$ cat src/rtl/tlc_chain_readback_if.sv
// RAM write port that carries deserialised chain words to the readback memory.
interface tlc_chain_readback_if #(
    parameter int ADDR_W = 8
);
    logic              wrEn;
    logic [ADDR_W-1:0] wrAddr;
    logic [47:0]       wrData;

    modport master (output wrEn, wrAddr, wrData);
    modport slave  (input  wrEn, wrAddr, wrData);
endinterface

$ cat src/rtl/tlc_chain_readback.sv
// Receive end of the TLC5955 daisy chain: checks frame framing on the SOUT loopback
// and deserialises every 48-bit word of every lane onto a RAM write port.
module tlc_chain_readback #(
    parameter int NUM_SHIFT_CHANNEL = 4,
    parameter int WORDS_PER_SEG     = 16,
    parameter int SEGMENTS          = 2
) (
    input  logic                           spiClk,
    input  logic                           nReset,
    input  logic                           enable,
    input  logic                           SCLK_in,
    input  logic                           LAT_in,
    input  logic [2*NUM_SHIFT_CHANNEL-1:0] SIN,
    tlc_chain_readback_if.master           wr,
    output logic                           busy,
    output logic                           frameDone,
    output logic                           frameErr,
    output logic [1:0]                     errCode
);
    localparam int L      = 2 * NUM_SHIFT_CHANNEL;
    localparam int LANE_W = $clog2(L);
    localparam logic [LANE_W-1:0] LAST_LANE = LANE_W'(L - 1);
    localparam logic [4:0]        LAST_WORD = 5'(WORDS_PER_SEG - 1);
    localparam logic [4:0]        LAST_SEG  = 5'(SEGMENTS - 1);
    localparam logic [4:0]        SEG_WORDS = 5'(WORDS_PER_SEG);

    typedef enum logic [2:0] {IDLE, SEL, DATA, DRAIN, WAIT_LAT, RESYNC} state_t;
    typedef enum logic [1:0] {ERR_NONE, ERR_SEL, ERR_SHORT, ERR_EXTRA} err_t;

    state_t            state, state_next;
    err_t              err_kind;
    logic              sclk_q, lat_q, sclk_rise, lat_rise;
    logic [4:0]        seg, word, word_idx;
    logic [5:0]        bit_cnt;
    logic [LANE_W-1:0] lane;
    logic [47:0]       sreg [L];
    logic [47:0]       hold [L];
    logic              start, sel_ok, shift, capture, drain_step;
    logic              wr_en, write, err_fire, done_fire;

    assign sclk_rise = SCLK_in & ~sclk_q;
    assign lat_rise  = LAT_in & ~lat_q;
    assign word_idx  = seg * SEG_WORDS + word;
    assign busy      = (state != IDLE) && (state != RESYNC);

    always_ff @(posedge spiClk) begin
        if (!nReset) state <= IDLE;
        else         state <= state_next;
    end

    // LAT is evaluated before SCLK everywhere it matters, so a coincident rise reports SHORT.
    always_comb begin
        state_next = state;
        err_kind   = ERR_NONE;
        err_fire   = 1'b0;
        done_fire  = 1'b0;
        start      = 1'b0;
        sel_ok     = 1'b0;
        shift      = 1'b0;
        capture    = 1'b0;
        drain_step = 1'b0;
        wr_en      = 1'b0;
        case (state)
            IDLE: begin
                if (sclk_rise && enable) begin
                    start = 1'b1;
                    if (|SIN) begin
                        err_fire = 1'b1;
                        err_kind = ERR_SEL;
                    end else begin
                        state_next = DATA;
                    end
                end
            end
            SEL: begin
                if (lat_rise) begin
                    err_fire = 1'b1;
                    err_kind = ERR_SHORT;
                end else if (sclk_rise) begin
                    if (|SIN) begin
                        err_fire = 1'b1;
                        err_kind = ERR_SEL;
                    end else begin
                        sel_ok     = 1'b1;
                        state_next = DATA;
                    end
                end
            end
            DATA: begin
                if (lat_rise) begin
                    err_fire = 1'b1;
                    err_kind = ERR_SHORT;
                end else if (sclk_rise) begin
                    shift = 1'b1;
                    if (bit_cnt == 6'd47) begin
                        capture    = 1'b1;
                        state_next = DRAIN;
                    end
                end
            end
            DRAIN: begin
                if (lat_rise) begin
                    err_fire = 1'b1;
                    err_kind = ERR_SHORT;
                end else if (sclk_rise) begin
                    err_fire = 1'b1;
                    err_kind = ERR_EXTRA;
                end else begin
                    wr_en      = 1'b1;
                    drain_step = 1'b1;
                    if (lane == LAST_LANE) begin
                        if (word != LAST_WORD)    state_next = DATA;
                        else if (seg != LAST_SEG) state_next = SEL;
                        else                      state_next = WAIT_LAT;
                    end
                end
            end
            WAIT_LAT: begin
                if (lat_rise) begin
                    done_fire  = 1'b1;
                    state_next = IDLE;
                end else if (sclk_rise) begin
                    err_fire = 1'b1;
                    err_kind = ERR_EXTRA;
                end
            end
            RESYNC: begin
                if (lat_rise) state_next = IDLE;
            end
            default: state_next = IDLE;
        endcase
        if (err_fire) state_next = RESYNC;
    end

    always_ff @(posedge spiClk) begin
        if (!nReset) begin
            sclk_q    <= 1'b0;
            lat_q     <= 1'b0;
            seg       <= '0;
            word      <= '0;
            bit_cnt   <= '0;
            lane      <= '0;
            frameDone <= 1'b0;
            frameErr  <= 1'b0;
            errCode   <= ERR_NONE;
        end else begin
            sclk_q    <= SCLK_in;
            lat_q     <= LAT_in;
            frameDone <= done_fire;
            frameErr  <= err_fire;
            if (err_fire)   errCode <= err_kind;
            else if (start) errCode <= ERR_NONE;
            if (start) begin
                seg  <= '0;
                word <= '0;
            end
            if (start || sel_ok) bit_cnt <= '0;
            if (shift) bit_cnt <= capture ? 6'd0 : bit_cnt + 6'd1;
            if (capture) lane <= '0;
            if (drain_step) begin
                lane <= lane + 1'b1;
                if (lane == LAST_LANE) begin
                    lane <= '0;
                    if (word != LAST_WORD) begin
                        word <= word + 5'd1;
                    end else if (seg != LAST_SEG) begin
                        seg  <= seg + 5'd1;
                        word <= '0;
                    end
                end
            end
        end
    end

    // Shift and hold registers are fully rewritten before any read, so they need no reset.
    always_ff @(posedge spiClk) begin
        if (shift) begin
            for (int i = 0; i < L; i++) begin
                sreg[i] <= {sreg[i][46:0], SIN[i]};
                if (capture) hold[i] <= {sreg[i][46:0], SIN[i]};
            end
        end
    end

    assign write      = wr_en & nReset;
    assign wr.wrEn    = write;
    assign wr.wrAddr  = write ? {lane, word_idx} : '0;
    assign wr.wrData  = write ? hold[lane] : '0;
endmodule
$ cat src/flat_wrapper.sv
// flat-port wrapper written by rule: the top's interface ports become plain ports
module tlc_chain_readback_flat 
#(
    parameter int NUM_SHIFT_CHANNEL = 4,
    parameter int WORDS_PER_SEG     = 16,
    parameter int SEGMENTS          = 2
)
  (spiClk, nReset, enable, SCLK_in, LAT_in, SIN, busy, frameDone, frameErr, errCode, wr_wrEn, wr_wrAddr, wr_wrData);
  tlc_chain_readback_if wr_i ();
  input  logic spiClk;
  input  logic nReset;
  input  logic enable;
  input  logic SCLK_in;
  input  logic LAT_in;
  input  logic [2*NUM_SHIFT_CHANNEL-1:0] SIN;
  output logic busy;
  output logic frameDone;
  output logic frameErr;
  output logic [1:0] errCode;
  output wire logic [$bits(wr_i.wrEn)-1:0] wr_wrEn;
  output wire logic [$bits(wr_i.wrAddr)-1:0] wr_wrAddr;
  output wire logic [$bits(wr_i.wrData)-1:0] wr_wrData;
  assign wr_wrEn = wr_i.wrEn;
  assign wr_wrAddr = wr_i.wrAddr;
  assign wr_wrData = wr_i.wrData;
  tlc_chain_readback #(.NUM_SHIFT_CHANNEL(NUM_SHIFT_CHANNEL), .WORDS_PER_SEG(WORDS_PER_SEG), .SEGMENTS(SEGMENTS)) u_core (.spiClk(spiClk), .nReset(nReset), .enable(enable), .SCLK_in(SCLK_in), .LAT_in(LAT_in), .SIN(SIN), .wr(wr_i), .busy(busy), .frameDone(frameDone), .frameErr(frameErr), .errCode(errCode));
endmodule
$ cat config.mk
export PLATFORM = sky130hd
export DESIGN_NAME = tlc_chain_readback_flat
export DESIGN_NICKNAME = d
export VERILOG_FILES = /design/src/rtl/tlc_chain_readback_if.sv /design/src/rtl/tlc_chain_readback.sv /design/src/flat_wrapper.sv
export SDC_FILE = /design/constraint.sdc
export NUM_CORES = 1
export LEC_CHECK = 0
export ABC_AREA = 1
export BUFFER_PORTS_ARGS = -buffer_cell sky130_fd_sc_hd__clkbuf_2
export CORE_MARGIN = 1.5
export CORE_UTILIZATION = 37
export CTS_CLUSTER_SIZE = 30
export DETAILED_ROUTE_END_ITERATION = 7
export PLACE_DENSITY = 0.53
export SYNTH_ARGS = -nofsm -noshare
export SYNTH_HDL_FRONTEND = slang
export SYNTH_SLANG_ARGS = --single-unit
$ cat constraint.sdc
create_clock -name spiClk -period 45.8 [get_ports spiClk]
set_input_delay 6.87 -clock spiClk [delete_from_list [all_inputs] [get_ports spiClk]]
set_output_delay 6.87 -clock spiClk [all_outputs]
set_load 0.05 [all_outputs]
==> impl_metrics.tcl, run 1 <==
set metrics [dict create \
    syn_area_sq_mm 0.0280 \
    hold_path_depth 0 \
    period_minus_slack_ns 16.20 \
    overflow 0 \
    vias 14500 \
    synth_area_leaders "edfxtp_1 (81%), nor2_1 (5.0%), o21ai_0 (3.6%)" \
    min_from "u_core.sreg[0][142]" \
    startpoint_type "input pin" \
    worst-path-max-fanout 51 \
    synth_top_cell_by_area "edfxtp_1" \
    period_share 0.354 \
    p_per_area_mw_per_mm2 47.3 \
    cts.path.max_buffers 3 \
    fp.coreArea_sq_mm 0.0747 \
    cts-htree-levels 3 \
    cp_top_family "buffers and inverters" \
    initial_utilization 0.375 \
    wire_per_inst_microns 18.8 \
    ys_seq_area_frac 0.836 \
    dp_hpwl_microns 30500 \
    slew_viol_final 0 \
    cpMostUsedCell "clkbuf_2" \
    clk_pin_slew_worst_paths_ns 0.06 \
    drt_iter0_markers 1170 \
    cts.repair.resized 0 \
    cts.sinks 791 \
    synth_cell_types 33 \
    port_buffers 74 \
    grt_pass1_vias 14700 \
    antenna_found_initial 3 \
    synthCells 1786 \
    cts_tree "built" \
    ctsHoldBuffers 0 \
    max_freq_mhz 61.7 \
    finalSetupViolations 0 \
    timing.rr.start "u_core.state[2]" \
    crit_chain "clkbuf_2 > clkinv_1 > nor2_4 > buf_4 > inv_2 > a211oi_2 > clkbuf_2" \
    final_layout_size_suffix_gt1_frac 0.121 \
    maxSlewHeadroom 0.266 \
    r2r_slack_ns 40.63 \
    ys_ff_latch 791 \
    clk_latency_ns 0.62 \
    crit_slowest_cell "buf_4" \
    postCtsSetupBuffers 0 \
    end_kind "output port" \
    crit_type "input pin to output port" \
    ios 75 \
    drc 0 \
    wl_met2_microns 26900 \
    status "completed" \
    grt_pass1_wl_microns 85600 \
    m1WireLength_microns 24200 \
    ant_nets 0 \
    ir_drop_v 0.0000276 \
    hold_class "flip-flop to flip-flop" \
    numCtsBuffers 83 \
    rr_worst_depth 9 \
    highest_layer "met4" \
    fp.dieW_microns 278 \
    grtUsageTotal 0.142 \
    ys_warn_count 0 \
    syn2layout_area_growth_pct 14.5 \
    cp.arrival_ns 9.33 \
    cap_violations 0 \
    whs_ns 0.418 \
    synth_top_area_share 0.814 \
    leakage_nw 10.4 \
    crit_required_ns 38.93 \
    die_h_microns 278 \
    viasPerCell 4.98 \
    diodes 0 \
    p_total_mw 1.52 \
    synth_nets 1805 \
    row_count 100 \
    avgSynthCellArea_sq_um 15.7 \
    nets 1901 \
    timing.rr.end "u_core.hold[0][26]" \
    rsz0062_at_grt "no" \
    routed_wl_microns 55000 \
    tightestPinTransition_ns 1.10 \
    wl_met3_microns 2310 \
    slowest_delay_ns 0.56 \
    setup-tns-final_ns 0 \
    crit_buf_inv 5 \
    grt_max_degree 103 \
    hold_end "u_core.hold[2][47]" \
    cts-root-buf "clkbuf_16" \
    die_area_sq_mm 0.0774 \
    finalClockSkew_ns 0.0156 \
    drtPass1Iterations 7 \
    gp_congestion 0.807 \
    hold_violations 0 \
]
-- per-stage QoR --
stage	setup WS (ns)	std cells	utilization	cell area (sq um)
after floorplan	11.01	1786	-	28000
after global placement	29.64	2766	0.394	29400
after detailed placement	29.55	2766	0.394	29400
after CTS	29.55	2918	0.430	32100
after global routing	29.35	2918	0.430	32100
final	29.60	2918	0.430	32100
-- cells in the final DEF (no fill, tap or decap), types with 2 or more instances in the layout --
| cell type | instances |
|---|---|
| dfxtp_1 | 28 |
| o211ai_1 | 2 |
| clkinv_16 | 2 |
| nor4_1 | 2 |
| clkinv_8 | 2 |
| inv_1 | 29 |
| inv_6 | 5 |
| buf_4 | 18 |
| a21oi_1 | 70 |
| edfxtp_1 | 760 |
| ha_1 | 6 |
| nor2_4 | 3 |
| nand3b_1 | 2 |
| nand2_1 | 108 |
| clkbuf_2 | 74 |
| o21ai_0 | 201 |
| nand4_1 | 11 |
| inv_2 | 9 |
| clkinv_1 | 19 |
| clkinv_2 | 14 |
| clkinvlp_4 | 6 |
| o21ai_1 | 3 |
| nor2_1 | 376 |
| dfxtp_4 | 3 |
| nand3_1 | 24 |
| bufinv_16 | 8 |
| nor3_1 | 2 |
| clkbuf_1 | 14 |
| xor2_1 | 3 |
| o221ai_1 | 47 |
| nor2_2 | 2 |
| o31ai_1 | 2 |
| clkbuf_16 | 83 |
| a31oi_1 | 2 |
-- power by group --
group,switching (mW),leakage [nW],internal [mW]
sequential,0.00918,7.09,0.807
combinational,0.0345,2.02,0.0100
clock,0.277,1.30,0.381
total,0.320,10.4,1.20
-- synthesized netlist by cell type --
cell type  instances
nor4_1             2
o21ai_1            3
nor3b_1            1
buf_4              5
nor3_1             3
o31ai_1            2
nand2_1          108
a31oi_1            2
a21oi_1           70
buf_1              5
o21a_1             1
inv_1             32
nand4_1           11
nor2_4             3
o221ai_1          47
o211ai_1           2
o21ai_0          201
nand3_1           24
a211oi_2           1
nand3b_1           2
nor2_2             2
clkinv_1           1
ha_1               6
clkbuf_1          40
edfxtp_1         760
nor2_8             1
dfxtp_1           31
buf_2             31
nor2_1           376
a22o_1             1
xor2_1             3
nand2_2            1
inv_2              8
-- layout make-up --
| class | instances | area, sq um |
|---|---|---|
| Sequential cell | 791 | 23500 |
| Tap cell | 969 | 1210 |
| Inverter | 41 | 166 |
| Timing Repair Buffer | 92 | 505 |
| Clock buffer | 97 | 2130 |
| Fill cell | 6668 | 42600 |
| Clock inverter | 55 | 559 |
| Multi-Input combinational cell | 873 | 4090 |
-- worst max path at each step --
| stage | endpoint | depth (start not counted) | start |
|---|---|---|---|
| 2_1_floorplan | u_core.hold[0][0] | 4 | SCLK_in |
| 3_3_place_gp | wr_wrData[14] | 7 | nReset |
| 3_5_place_dp | wr_wrData[14] | 7 | nReset |
| 4_1_cts | wr_wrData[14] | 7 | nReset |
| 5_1_grt | wr_wrData[14] | 7 | nReset |
| 6_report | wr_wrData[14] | 7 | nReset |
-- sequential cells by signal, indices dropped and copies added, names as in the netlist, 2 cells and up, named ones only --
signal,cells
u_core.seg,5
u_core.lane,3
u_core.word,5
u_core.errCode,2
u_core.state,3
u_core.sreg,376
u_core.bit_cnt,6
u_core.hold,384
-- worst reg2reg max path, delay by kind of cell (launching register included) --
family                 cells  cell delay, ns
buffers and inverters      6            3.69
DFF                        1            0.37
and+or+nand+nor            3            0.63
-- per-layer routing --
layer | vias to the layer above | global-route usage
met4 | 0 | 0.0492
met5 | - | 0
li1 | 6797 | -
met2 | 333 | 0.232
met3 | 106 | 0.0272
met1 | 7305 | 0.192
-- logic make-up (layout without fill, tap and decap cells) --
| family | Yosys count | after routing | synth area share |
|---|---|---|---|
| buf+inv | 122 | 285 | 0.0184 |
| compound gates | 330 | 330 | 0.0661 |
| flops | 791 | 791 | 0.836 |
| simple gates | 534 | 534 | 0.0759 |
| xor+xnor | 3 | 3 | 0.000937 |
| fa+ha+maj | 6 | 6 | 0.00268 |
(Power assumes the default switching activity.)
==> inputs of run 2 (changes only) <==
--- a/config.mk
+++ b/config.mk
@@ -11,7 +11,7 @@
 export CORE_UTILIZATION = 37
 export CTS_CLUSTER_SIZE = 30
 export DETAILED_ROUTE_END_ITERATION = 7
-export PLACE_DENSITY = 0.53
+export PLACE_DENSITY = 0.55
 export SYNTH_ARGS = -nofsm -noshare
 export SYNTH_HDL_FRONTEND = slang
 export SYNTH_SLANG_ARGS = --single-unit
==> constraint.sdc (replaced) <==
create_clock -name spiClk -period 13.2 [get_ports spiClk]
set_input_delay 1.98 -clock spiClk [delete_from_list [all_inputs] [get_ports spiClk]]
set_output_delay 1.98 -clock spiClk [all_outputs]
set_load 0.05 [all_outputs]
==> run 2 against run 1 <==
Sequential power increased to 3.5 times the previous value; global-route usage decreased by 0.38 points; worst setup slack got worse by 23 ns; non-clock buffer count decreased by 3; critical endpoint unchanged; largest cell class unchanged.
==> impl_metrics.tcl, run 2 (synthesis gave the netlist of run 1 again) <==
set metrics [dict create \
    cts.path.max_buffers 3 \
    largestRegisters "u_core.hold (384), u_core.sreg (376), u_core.bit_cnt (6)" \
    syn2layout_area_growth_pct 14.1 \
    crit_type "input pin to output port" \
    tightestPinTransition_ns 1.12 \
    hold_violations 0 \
    nets 1897 \
    cts_tree "built" \
    utilization 0.428 \
    wire_per_inst_microns 18.5 \
    crit_slowest_cell "buf_4" \
    maxSlewHeadroom 0.256 \
    slew_viol_final 0 \
    crit_buf_inv 5 \
    slowest_delay_ns 0.57 \
    rsz0062_at_grt "no" \
    largest_register_ffs 384 \
    routed_wl_microns 53800 \
    cp.arrival_ns 4.48 \
    setup_ws_ns 6.74 \
    grtUsageTotal 0.139 \
    power_frac_comb 0.030 \
    finalSetupViolations 0 \
    layout_common_cells "edfxtp_1 (760), nor2_1 (376), o21ai_0 (201), nand2_1 (108), clkbuf_16 (85)" \
    grt_pass1_vias 14800 \
    dp_hpwl_microns 29300 \
    final_common_cell "edfxtp_1" \
    fp.coreArea_sq_mm 0.0747 \
    place_ws_ns 6.74 \
    overflow 0 \
    max_freq_mhz 155 \
    grt_max_degree 178 \
    min_from "u_core.sreg[1][46]" \
    cpMostUsedCell "clkbuf_2" \
    ios 75 \
    port_buffers 74 \
    grt_pass1_wl_microns 83800 \
    startpoint_type "input pin" \
    worst-path-max-fanout 51 \
    status "completed" \
    cts-htree-levels 3 \
    p_sw_mw 1.08 \
    leakage_nw 10.4 \
    largest_register "u_core.hold" \
    ctsHoldBuffers 0 \
    cap_violations 0 \
    finalClockSkew_ns 0.0268 \
    ant_nets 0 \
    period_share 0.490 \
    cts-root-buf "clkbuf_16" \
    cts.repair.resized 0 \
    hold_class "flip-flop to flip-flop" \
    cp_top_family "buffers and inverters" \
    crit_chain "clkbuf_2 > clkinv_1 > nor2_4 > buf_4 > inv_2 > a211oi_2 > clkbuf_2" \
    p_int_mw 4.10 \
    clk_latency_ns 0.63 \
    numCtsBuffers 82 \
    end_kind "output port" \
    die_h_microns 278 \
    diodes 0 \
    fill_cells 6610 \
    clkPwrFrac 0.422 \
    crit_required_ns 11.22 \
    antenna_found_initial 0 \
    row_count 100 \
    drtPass1Iterations 5 \
    fp.dieW_microns 278 \
    clk_pin_slew_worst_paths_ns 0.06 \
    power.share.sequential 0.547 \
    drt_iter0_markers 1229 \
    drc 0 \
    final_layout_size_suffix_gt1_frac 0.117 \
    gp_congestion 0.798 \
    period_minus_slack_ns 6.46 \
    postCtsSetupBuffers 0 \
    ir_drop_v 0.000100 \
    cts.sinks 791 \
    vias 14500 \
    sw_frac_of_total 0.208 \
    p_per_area_mw_per_mm2 162 \
    cp-startpoint "nReset" \
    setup-tns-final_ns 0 \
    die_area_sq_mm 0.0774 \
    timing.rr.start "u_core.state[2]" \
    viasPerCell 4.97 \
    initial_utilization 0.375 \
]
[run 2: changes by cell type in the layout (fill, tap and decap cells not counted), sizes merged]
cell	change
clkbuf	+6
clkinvlp	-4
clkinv	-3
inv	-2
bufinv	-4
buf	-3
[run 2: through the flow]
stage	hold WS [ns]	power [mW]	instance area, sq um	instances
finish	0.414	5.17	32000	2908
global route	0.421	5.35	32000	2908
CTS	0.417	5.23	32000	2908
detailed placement	0.406	3.04	29400	2763
global placement	0.401	3.04	29400	2763
floorplan	0.400	3.00	28100	1786
[run 2: layer usage]
| layer | part of all wire | vias to the layer above | global-route usage |
|---|---|---|---|
| met3 | 0.044 | 98 | 0.0275 |
| met4 | 0.031 | 0 | 0.0534 |
| met5 | 0 | - | 0 |
| met2 | 0.49 | 335 | 0.233 |
| met1 | 0.43 | 7243 | 0.178 |
| li1 | - | 6777 | - |
[run 2: power by group through the flow]
stage,logic (mW),registers (mW),clock network [mW]
final,0.156,2.83,2.19
after global routing,0.174,2.84,2.34
after CTS,0.156,2.83,2.25
after detailed placement,0.156,2.88,0
after global placement,0.153,2.88,0
after floorplan,0.109,2.89,0
[run 2: path summary, 6_finish.rpt]
path,end,slack [ns],cells after the start
max reg2reg,u_core.hold[1][26],8.90,8
min reg2reg,u_core.hold[4][47],0.41,0
max,wr_wrData[14],6.74,7
min,u_core.hold[4][47],0.41,0
[run 2: area by class of cell]
type                       count  area (sq um)  area share
sequential                   791         23500       0.733
multi-input combinational    873          4100       0.128
clock buffer                 103          2190      0.0686
tap                          969          1210      0.0379
timing repair buffer          89           508      0.0159
clock inverter                42           354      0.0111
inverter                      41           166     0.00520
==> inputs of run 3 (changes only) <==
--- a/config.mk
+++ b/config.mk
@@ -11,7 +11,7 @@
 export CORE_UTILIZATION = 37
 export CTS_CLUSTER_SIZE = 30
 export DETAILED_ROUTE_END_ITERATION = 7
-export PLACE_DENSITY = 0.55
+export PLACE_DENSITY = 0.53
 export SYNTH_ARGS = -nofsm -noshare
 export SYNTH_HDL_FRONTEND = slang
 export SYNTH_SLANG_ARGS = --single-unit
==> constraint.sdc (replaced) <==
create_clock -name spiClk -period 5.96 [get_ports spiClk]
set_input_delay 0.894 -clock spiClk [delete_from_list [all_inputs] [get_ports spiClk]]
set_output_delay 0.894 -clock spiClk [all_outputs]
set_load 0.05 [all_outputs]
==> run 3 against run 2 <==
Worst setup slack got worse by 5.3 ns; via count rose by 0.48%; critical path type is now flip-flop to output port; first-iteration DRC count rose by 5.2%; total power rose by 130%; combinational power rose by 130%; die area did not move.
==> impl_metrics.tcl, run 3 (synthesis gave the netlist of run 1 again) <==
set metrics [dict create \
    status "completed" \
    final_common_cell "edfxtp_1" \
    end_kind "output port" \
    ant_nets 0 \
    worst-path-max-fanout 88 \
    antenna_found_initial 0 \
    clk_pin_slew_worst_paths_ns 0.06 \
    nets 1903 \
    rsz0062_at_grt "no" \
    placed_area_sq_mm 0.0296 \
    drtPass1Iterations 6 \
    drt_iter0_markers 1293 \
    grt_pass1_vias 14700 \
    leakage_nw 10.5 \
    ios 75 \
    fp.coreArea_sq_mm 0.0747 \
    cts.path.max_buffers 3 \
    initial_utilization 0.375 \
    largestRegisters "u_core.hold (384), u_core.sreg (376), u_core.bit_cnt (6)" \
    hold_violations 0 \
    cts.sinks 791 \
    largest_register_ffs 384 \
    cts-htree-levels 3 \
    layout_common_cells "edfxtp_1 (760), nor2_1 (374), o21ai_0 (201), nand2_1 (107), clkbuf_16 (86)" \
    crit_chain "inv_6 > nor2_1 > o21ai_0 > a21oi_1 > nor2_1 > clkbuf_2" \
    fp.dieW_microns 278 \
    maxSlewHeadroom 0.292 \
    timing.rr.start "u_core.state[2]" \
    wire_per_inst_microns 18.9 \
    startpoint_type "flip-flop" \
    drc 0 \
    die_area_sq_mm 0.0774 \
    vias 14500 \
    final-seq-area_sq_mm 0.0235 \
    tightestPinTransition_ns 1.06 \
    port_buffers 74 \
    cpMostUsedCell "nor2_1" \
    clk_latency_ns 0.61 \
    max_freq_mhz 220 \
    timing.rr.end "u_core.hold[3][31]" \
    period_share 0.761 \
    grt_max_degree 119 \
    cts-root-buf "clkbuf_16" \
    numCtsBuffers 83 \
    slowest_delay_ns 0.83 \
    grt_pass1_wl_microns 85500 \
    r2r_slack_ns 3.03 \
    ctsHoldBuffers 0 \
    period_minus_slack_ns 4.54 \
    largest_register "u_core.hold" \
    die_h_microns 278 \
    ir_drop_v 0.000213 \
    cts.repair.resized 0 \
    finish.instance_area_sq_mm 0.0322 \
    postCtsSetupBuffers 0 \
    finalSetupViolations 0 \
    cts_tree "built" \
    endpoint "wr_wrData[47]" \
    viasPerCell 4.97 \
    cap_violations 0 \
    syn2layout_area_growth_pct 15.0 \
    hold_class "flip-flop to flip-flop" \
    crit_type "flip-flop to output port" \
    overflow 0 \
    p_total_mw 11.7 \
    diodes 0 \
    rr_worst_depth 6 \
    cp.arrival_ns 3.64 \
    grtUsageTotal 0.142 \
    row_count 100 \
    finalClockSkew_ns 0.0224 \
    crit_slowest_cell "dfxtp_4" \
    multi_input_area_sq_mm 0.00412 \
    gp_congestion 0.806 \
    crit_required_ns 5.07 \
    p_per_area_mw_per_mm2 363 \
    final_layout_size_suffix_gt1_frac 0.122 \
    utilization 0.432 \
    setup-tns-final_ns 0 \
    fill_cells 6637 \
    slew_viol_final 0 \
    routed_wl_microns 55100 \
    dp_hpwl_microns 30000 \
]
-- run 3: cell types whose count changed in the layout (fill, tap and decap cells not counted), moves of 2 or more --
cell,change
buf_12,+4
bufinv_16,+4
clkbuf_1,-3
clkinv_1,+7
clkinv_4,-3
nor2_1,-2
nor2_4,+2
-- run 3: layer usage --
metal	global-route usage	vias to the layer above	wire, microns
li1	-	6819	-
met4	0.0434	0	1150
met5	0	-	0
met2	0.232	313	27100
met1	0.191	7309	24600
met3	0.0273	81	2290
-- run 3: layout make-up --
class | instances | share of cell area
well taps | 969 | 0.0376
multi-input cells | 873 | 0.128
clock inverters | 51 | 0.0146
repair buffers | 94 | 0.0185
flip-flops and latches | 791 | 0.728
clock buffers | 101 | 0.0685
inverters | 41 | 0.00555
-- run 3: critical path: cells and delay by family, from the launching register on --
family	cells	cell delay, ns
flops	1	0.83
buf+inv	2	0.70
compound gates	2	0.80
simple gates	2	0.52
-- run 3: where the power goes --
| part | internal (mW) | total, mW | leakage [nW] | switching, mW |
|---|---|---|---|---|
| Sequential | 6.20 | 6.28 | 7.09 | 0.0736 |
| Combinational | 0.0811 | 0.353 | 2.08 | 0.272 |
| Clock | 2.99 | 5.06 | 1.32 | 2.07 |
| Total | 9.27 | 11.7 | 10.5 | 2.42 |
-- run 3: worst min path at each step --
| stage | startpoint | to | slack, ns | cells past startpoint |
|---|---|---|---|---|
| finish | u_core.sreg[1][142] | u_core.hold[6][47] | 0.41 | 0 |
| global route | u_core.sreg[0][87] | u_core.hold[1][40] | 0.42 | 0 |
| CTS | u_core.sreg[0][46] | u_core.hold[0][47] | 0.42 | 0 |
| detailed placement | u_core.sreg[0][46] | u_core.hold[0][47] | 0.41 | 0 |
| global placement | u_core.sreg[0][94] | u_core.hold[1][47] | 0.40 | 0 |
| floorplan | u_core.sreg[0][46] | u_core.hold[0][47] | 0.40 | 0 |
-- run 3: per-stage QoR --
stage          hold WS [ns]  instances  worst slack (ns)
3_3_place_gp          0.401       2768              1.78
2_1_floorplan         0.400       1786             -4.84
4_1_cts               0.421       2920              1.45
6_report              0.414       2920              1.42
3_5_place_dp          0.407       2768              1.65
5_1_grt               0.422       2920              1.28
